$ cat src/rtl/eth_gen_pkg.sv
// Shared types and codes for the MII/XGMII frame generator and its scheduler.
package eth_gen_pkg;

    typedef enum logic [2:0] {
        IDLE,
        LAUNCH,
        WAIT_SOF,
        IN_FRAME,
        GAP,
        DONE
    } sched_state_t;

    localparam logic [7:0] START_CODE_DEF     = 8'hFB;
    localparam logic [7:0] TERMINATE_CODE_DEF = 8'hFD;
    localparam logic [7:0] IDLE_CODE          = 8'h07;

    // Any set bit in the lane's ctrl byte marks the data byte as a control character.
    function automatic logic is_ctrl_char(input logic [7:0] ctrl);
        return ctrl != 8'h00;
    endfunction

endpackage

$ cat src/rtl/mii_gen_timer.sv
// Loadable up/down cycle counter; tc flags count==limit when counting up, count==0 when down.
module mii_gen_timer #(
    parameter int W = 8
) (
    input  logic         clk,
    input  logic         rst,
    input  logic         clr,
    input  logic         load,
    input  logic [W-1:0] load_val,
    input  logic         en,
    input  logic         up,
    input  logic [W-1:0] limit,
    output logic         tc
);

    logic [W-1:0] count;

    // NOTE: sequential state uses non-blocking assignments so every flop samples pre-edge values.
    always_ff @(posedge clk or posedge rst) begin
        if (rst) begin
            count <= '0;
        end else if (clr) begin
            count <= '0;
        end else if (load) begin
            count <= load_val;
        end else if (en) begin
            count <= up ? count + 1'b1 : count - 1'b1;
        end
    end

    assign tc = up ? (count == limit) : (count == '0);

endmodule

$ cat src/rtl/mii_gen_scheduler.sv
// Run sequencer for the frame generator: start pulses, scenario codes, inter-frame gap,
// frame tracking by snooping START/TERMINATE characters, and timeout accounting.
module mii_gen_scheduler
    import eth_gen_pkg::*;
#(
    parameter int         CNT_W          = 16,
    parameter int         GAP_W          = 8,
    parameter int         N_SCEN         = 4,
    parameter int         TIMEOUT_CYCLES = 256,
    parameter logic [7:0] START_CODE     = START_CODE_DEF,
    parameter logic [7:0] TERMINATE_CODE = TERMINATE_CODE_DEF
) (
    input  logic                  clk,
    input  logic                  i_rst,
    input  logic                  i_enable,
    input  logic [CNT_W-1:0]      i_num_frames,
    input  logic [GAP_W-1:0]      i_gap_cycles,
    input  logic [8*N_SCEN-1:0]   i_scen_table,
    input  logic [7:0]            i_gen_data,
    input  logic [7:0]            i_gen_ctrl,
    output logic                  o_start,
    output logic [7:0]            o_interrupt,
    output logic                  o_busy,
    output logic                  o_done,
    output logic [CNT_W-1:0]      o_frame_cnt,
    output logic [7:0]            o_err_cnt,
    output logic                  o_timeout_err
);

    localparam int IDX_W = (N_SCEN > 1) ? $clog2(N_SCEN) : 1;
    localparam int TO_W  = $clog2(TIMEOUT_CYCLES);
    localparam int TMR_W = (GAP_W > TO_W) ? GAP_W : TO_W;
    localparam logic [TMR_W-1:0] TO_LIMIT = TMR_W'(TIMEOUT_CYCLES - 1);

    sched_state_t     state, state_d;
    logic             en_sync, en_q;
    logic [CNT_W-1:0] num_q, num_d, attempts, attempts_d, frame_d;
    logic [GAP_W-1:0] gap_q, gap_d, gap_len;
    logic [IDX_W-1:0] idx, idx_d;
    logic [7:0]       err_d, int_d;
    logic             terr_d, frame_end, timeout;
    logic             tmr_clr, tmr_load, tmr_en, tmr_up, tmr_tc;

    wire sof       = is_ctrl_char(i_gen_ctrl) && (i_gen_data == START_CODE);
    wire eof       = is_ctrl_char(i_gen_ctrl) && (i_gen_data == TERMINATE_CODE);
    wire run_start = en_sync & ~en_q;

    // A programmed gap of 0 still costs one pass-through cycle in GAP.
    assign gap_len = (gap_q == '0) ? '0 : gap_q - 1'b1;
    assign tmr_up  = (state != GAP);

    mii_gen_timer #(.W(TMR_W)) u_timer (
        .clk      (clk),
        .rst      (i_rst),
        .clr      (tmr_clr),
        .load     (tmr_load),
        .load_val (TMR_W'(gap_len)),
        .en       (tmr_en),
        .up       (tmr_up),
        .limit    (TO_LIMIT),
        .tc       (tmr_tc)
    );

    // NOTE: every combinational output gets a default first, so no path can infer a latch.
    always_comb begin
        state_d    = state;
        num_d      = num_q;
        gap_d      = gap_q;
        idx_d      = idx;
        attempts_d = attempts;
        frame_d    = o_frame_cnt;
        err_d      = o_err_cnt;
        terr_d     = o_timeout_err;
        frame_end  = 1'b0;
        timeout    = 1'b0;
        tmr_clr    = 1'b0;
        tmr_load   = 1'b0;
        tmr_en     = 1'b0;
        int_d      = 8'h00;

        unique case (state)
            IDLE: begin
                if (run_start) begin
                    state_d    = LAUNCH;
                    num_d      = i_num_frames;
                    gap_d      = i_gap_cycles;
                    idx_d      = '0;
                    attempts_d = '0;
                    frame_d    = '0;
                    err_d      = '0;
                    terr_d     = 1'b0;
                end
            end
            LAUNCH: begin
                state_d = WAIT_SOF;
                tmr_clr = 1'b1;
            end
            WAIT_SOF: begin
                if (sof) begin
                    state_d = IN_FRAME;
                    tmr_clr = 1'b1;
                end else if (tmr_tc) begin
                    timeout = 1'b1;
                end else begin
                    tmr_en = 1'b1;
                end
            end
            IN_FRAME: begin
                if (eof) begin
                    frame_end = 1'b1;
                    frame_d   = (&o_frame_cnt) ? o_frame_cnt : o_frame_cnt + 1'b1;
                end else if (tmr_tc) begin
                    timeout = 1'b1;
                end else begin
                    tmr_en = 1'b1;
                end
            end
            GAP: begin
                if (tmr_tc) begin
                    state_d = ((num_q != '0 && attempts == num_q) || !en_sync) ? DONE : LAUNCH;
                end else begin
                    tmr_en = 1'b1;
                end
            end
            DONE:    state_d = IDLE;
            default: state_d = IDLE;
        endcase

        // A timed-out frame still consumes its scenario slot and counts toward the run length.
        if (frame_end || timeout) begin
            state_d    = GAP;
            tmr_load   = 1'b1;
            idx_d      = idx + 1'b1;
            attempts_d = attempts + 1'b1;
        end
        if (timeout) begin
            terr_d = 1'b1;
            err_d  = (&o_err_cnt) ? o_err_cnt : o_err_cnt + 1'b1;
        end

        if (state_d == LAUNCH) begin
            int_d = i_scen_table[8*idx_d +: 8];
        end else if (state_d == WAIT_SOF || state_d == IN_FRAME) begin
            int_d = o_interrupt;
        end
    end

    always_ff @(posedge clk or posedge i_rst) begin
        if (i_rst) begin
            state         <= IDLE;
            en_sync       <= 1'b0;
            en_q          <= 1'b0;
            num_q         <= '0;
            gap_q         <= '0;
            idx           <= '0;
            attempts      <= '0;
            o_start       <= 1'b0;
            o_interrupt   <= 8'h00;
            o_busy        <= 1'b0;
            o_done        <= 1'b0;
            o_frame_cnt   <= '0;
            o_err_cnt     <= 8'h00;
            o_timeout_err <= 1'b0;
        end else begin
            state         <= state_d;
            en_sync       <= i_enable;
            en_q          <= en_sync;
            num_q         <= num_d;
            gap_q         <= gap_d;
            idx           <= idx_d;
            attempts      <= attempts_d;
            o_start       <= (state_d == LAUNCH);
            o_interrupt   <= int_d;
            o_busy        <= (state_d != IDLE);
            o_done        <= (state_d == DONE);
            o_frame_cnt   <= frame_d;
            o_err_cnt     <= err_d;
            o_timeout_err <= terr_d;
        end
    end

endmodule

$ cat config.mk
export PLATFORM = sky130hd
export DESIGN_NAME = mii_gen_scheduler
export DESIGN_NICKNAME = d
export VERILOG_FILES = /design/src/rtl/eth_gen_pkg.sv /design/src/rtl/mii_gen_timer.sv /design/src/rtl/mii_gen_scheduler.sv
export SDC_FILE = /design/constraint.sdc
export NUM_CORES = 1
export LEC_CHECK = 0
export BUFFER_PORTS_ARGS = -buffer_cell sky130_fd_sc_hd__buf_2
export CAP_MARGIN = 25
export CORE_MARGIN = 2
export CORE_UTILIZATION = 40
export CTS_CLUSTER_DIAMETER = 60
export DETAILED_ROUTE_END_ITERATION = 10
export SYNTH_ARGS = -nofsm -noshare
export SYNTH_HDL_FRONTEND = slang
export SYNTH_HIERARCHICAL = 1
export SYNTH_SLANG_ARGS = --single-unit
$ cat constraint.sdc
create_clock -name clk -period 3.15 [get_ports clk]
set_input_delay 0.1575 -clock clk [delete_from_list [all_inputs] [get_ports clk]]
set_output_delay 0.1575 -clock clk [all_outputs]
set_load 0.02 [all_outputs]
==> run_results.csv <==
group,metric,value,unit
timing,skew,7.41,ps
min_path,hold_path_class,"primary input to flop",
power,ir_drop,0.391,mV
detailed_routing,drc,0,
run,drv_cap,0,
floorplanning,num_io_pins,111,
critical_path,cp_max_fo,26,
clock_network,ctsLongestPathBuffers,2,
logic_synthesis,yosysSeqAreaShare,0.399,
logic_synthesis,postSynth.asyncResetShare,1.00,
placed_design,gp_congestion,0.867,
timing,drv_slew,0,
clock_network,cts_sinks,91,
cells_and_area,regArea,2280,um^2
cells_and_area,nFillCells,1331,
timing,period_share,0.921,
status,status,"completed",
grt,gr-total-overflow,0,
timing,fmax,345,MHz
min_path,min_to,"num_q[3]$_DFFE_PP0P_",
floorplanning,fp.dieW,123,um
logic_synthesis,yosys_register_bits,91,
logic_synthesis,ys.flop_type,"dfrtp_1",
placed_design,hpwl,11100,um
timing,worst_pin_slew,776,ps
grt,grt.total_usage,0.208,
cells_and_area,stdcell_count,961,
cells_and_area,multi_input_area,3260,um^2
floorplanning,die_h,123,um
cells_and_area,drive_gt1_frac,0.247,
power,p_per_area,690,nW/um^2
detailed_routing,wl,15100,um
clock_network,tritoncts,"yes",
clock_network,htreeDepth,3,
logic_synthesis,synthDistinctLibCells,74,
placed_design,portBuffers,110,
cells_and_area,mostFrequentLayoutCell,"nand2_1",
timing,slew-limit-headroom,0.482,
floorplanning,initial_core_util,0.411,
power,leakage,3.28,nW
cells_and_area,layout_common_cells,"nand2_1, buf_2, dfrtp_1",
clock_network,cts_buffers,9,
logic_synthesis,synth_edf_count,0,
clock_network,root_buffer,"clkbuf_16",
placed_design,placed_cells,931,
floorplanning,design.core.area,13900,um^2
grt,antenna_found_initial,0,
detailed_routing,routedWlPerCell,15.8,um
logic_synthesis,synthCells,649,
floorplanning,die_area,15200,um^2
timing,setup-tns-final,0,ps
timing,post-route-min-period,2900,ps
min_path,min_from,"i_num_frames[3]",
critical_path,critical_path_class,"flop to flop",
timing,setup_viol,0,
clock_network,worstSkewPairLatency,350,ps
critical_path,r2r-start,"state[1]$_DFF_PP0_",
floorplanning,num_rows,43,
timing,finalHoldViolCount,0,
critical_path,crit_arrival,3150,ps
detailed_routing,drt-vias-per-instance,5.43,
clock_network,clkTransAtPathRegs,70,ps
clock_network,postCtsSetupRepairBufs,0,
detailed_routing,vias,5220,
critical_path,endpoint_kind,"flop",
critical_path,r2r-end,"o_interrupt[1]$_DFFE_PP0P_",
grt,grt_pass1_wl,24900,um
logic_synthesis,synthesis.area,5700,um^2
critical_path,r2r_slack,250,ps
critical_path,reg2regPathDepth,12,
detailed_routing,dr.pass1.iters,5,
grt,grt_max_degree,45,
min_path,whs_path_depth,3,
cells_and_area,diodes,0,
timing,rsz0062_at_grt,"false",
logic_synthesis,yosys_warnings,6,
critical_path,required,3400,ps
critical_path,cp-start-kind,"flop",
detailed_routing,antenna_left,0,
cells_and_area,fin_nets,862,
logic_synthesis,synth.avg_cell_area,8.79,um^2
detailed_routing,drtIter0Drc,330,
cells_and_area,area_growth,21.9,%
grt,grt_pass1_vias,5094,
==> layer usage <==
layer	track usage	part of all wire	routed length, um
met1	0.271	0.44	6700
met2	0.344	0.49	7430
met3	0.0323	0.045	679
met4	0.0881	0.021	324
met5	0	0	0
==> state kept, by name (all words and copies together), names as in the netlist <==
signal         flops
o_start            1
o_err_cnt          8
idx                2
o_interrupt        8
u_timer/count      8
o_frame_cnt       16
gap_q              8
o_timeout_err      1
en_q               1
o_busy             1
num_q             16
o_done             1
attempts          16
state              3
en_sync            1
==> cell type report <==
cell class | count | share of cell area
clock buffers | 11 | 0.0349
clock inverters | 5 | 0.00864
inverters | 17 | 0.00972
multi-input cells | 518 | 0.469
flip-flops and latches | 91 | 0.328
well taps | 180 | 0.0324
repair buffers | 139 | 0.117
==> worst max-delay path by stage <==
| stage | endpoint | startpoint | slack, ps | depth (start not counted) |
|---|---|---|---|---|
| 2_1_floorplan | u_timer/count[0]$_DFFE_PP0P_ | state[0]$_DFF_PP0_ | 20 | 15 |
| 3_3_place_gp | o_interrupt[4]$_DFFE_PP0P_ | state[1]$_DFF_PP0_ | 320 | 12 |
| 3_5_place_dp | o_interrupt[0]$_DFFE_PP0P_ | state[1]$_DFF_PP0_ | 240 | 12 |
| 4_1_cts | o_interrupt[0]$_DFFE_PP0P_ | state[1]$_DFF_PP0_ | 210 | 12 |
| 5_1_grt | o_interrupt[4]$_DFFE_PP0P_ | state[1]$_DFF_PP0_ | 30 | 12 |
| 6_report | o_interrupt[1]$_DFFE_PP0P_ | state[1]$_DFF_PP0_ | 250 | 12 |
==> power by group <==
| group | total [mW] | switching (mW) | internal [mW] |
|---|---|---|---|
| Sequential | 1.91 | 0.408 | 1.50 |
| Combinational | 1.78 | 0.974 | 0.801 |
| Clock | 1.12 | 0.476 | 0.641 |
| Total | 4.80 | 1.86 | 2.94 |
==> worst max-delay path, stage by stage (launching register included) <==
cell	delay (ps)
dfrtp_1	390
or3b_4	460
nor4_1	250
nand3_1	170
o31ai_4	100
inv_1	120
nor3b_1	250
and2_4	230
nor2_4	40
inv_4	160
buf_12	220
a21oi_1	100
o41ai_2	320
==> cells by family after synthesis <==
logic type,Yosys count,share of synthesized area
buf+inv,47,0.0355
compound gates,133,0.175
flops,91,0.399
simple gates,303,0.262
xor+xnor,48,0.0750
mux,15,0.0268
fa+ha+maj,11,0.0254
other cells,1,0.000658
==> synthesized netlist by cell type, drive strengths merged, types with 11 or more instances <==
library cell,number,share of area
a21oi,37,0.034
clkbuf,21,0.014
dfrtp,91,0.40
inv,16,0.011
mux2i,13,0.023
nand2,119,0.080
nand3,22,0.020
nand4,14,0.016
nor2,73,0.051
nor3,22,0.023
nor4,11,0.017
o21ai,31,0.027
o41ai,11,0.027
xnor2,37,0.057
xor2,11,0.018
==> repair_timing <==
action	4_1_cts	5_1_grt
endpoints found under the hold margin	63	0
gates resized for setup	0	1
hold buffers	14	0
endpoints found under the setup margin	0	2
==> metrics by stage <==
stage	hold WS, ps	utilization	power [mW]	worst slack (ps)	area (um^2)
finish	7.28	0.501	4.80	249	6950
global route	13.0	0.501	5.14	29.3	6950
CTS	1.20	0.501	4.83	211	6950
detailed placement	164	0.469	3.68	241	6510
global placement	154	0.469	3.64	318	6510
floorplan	-26.8	-	3.18	15.7	5740
No activity file was read; power rests on OpenSTA's default activity.
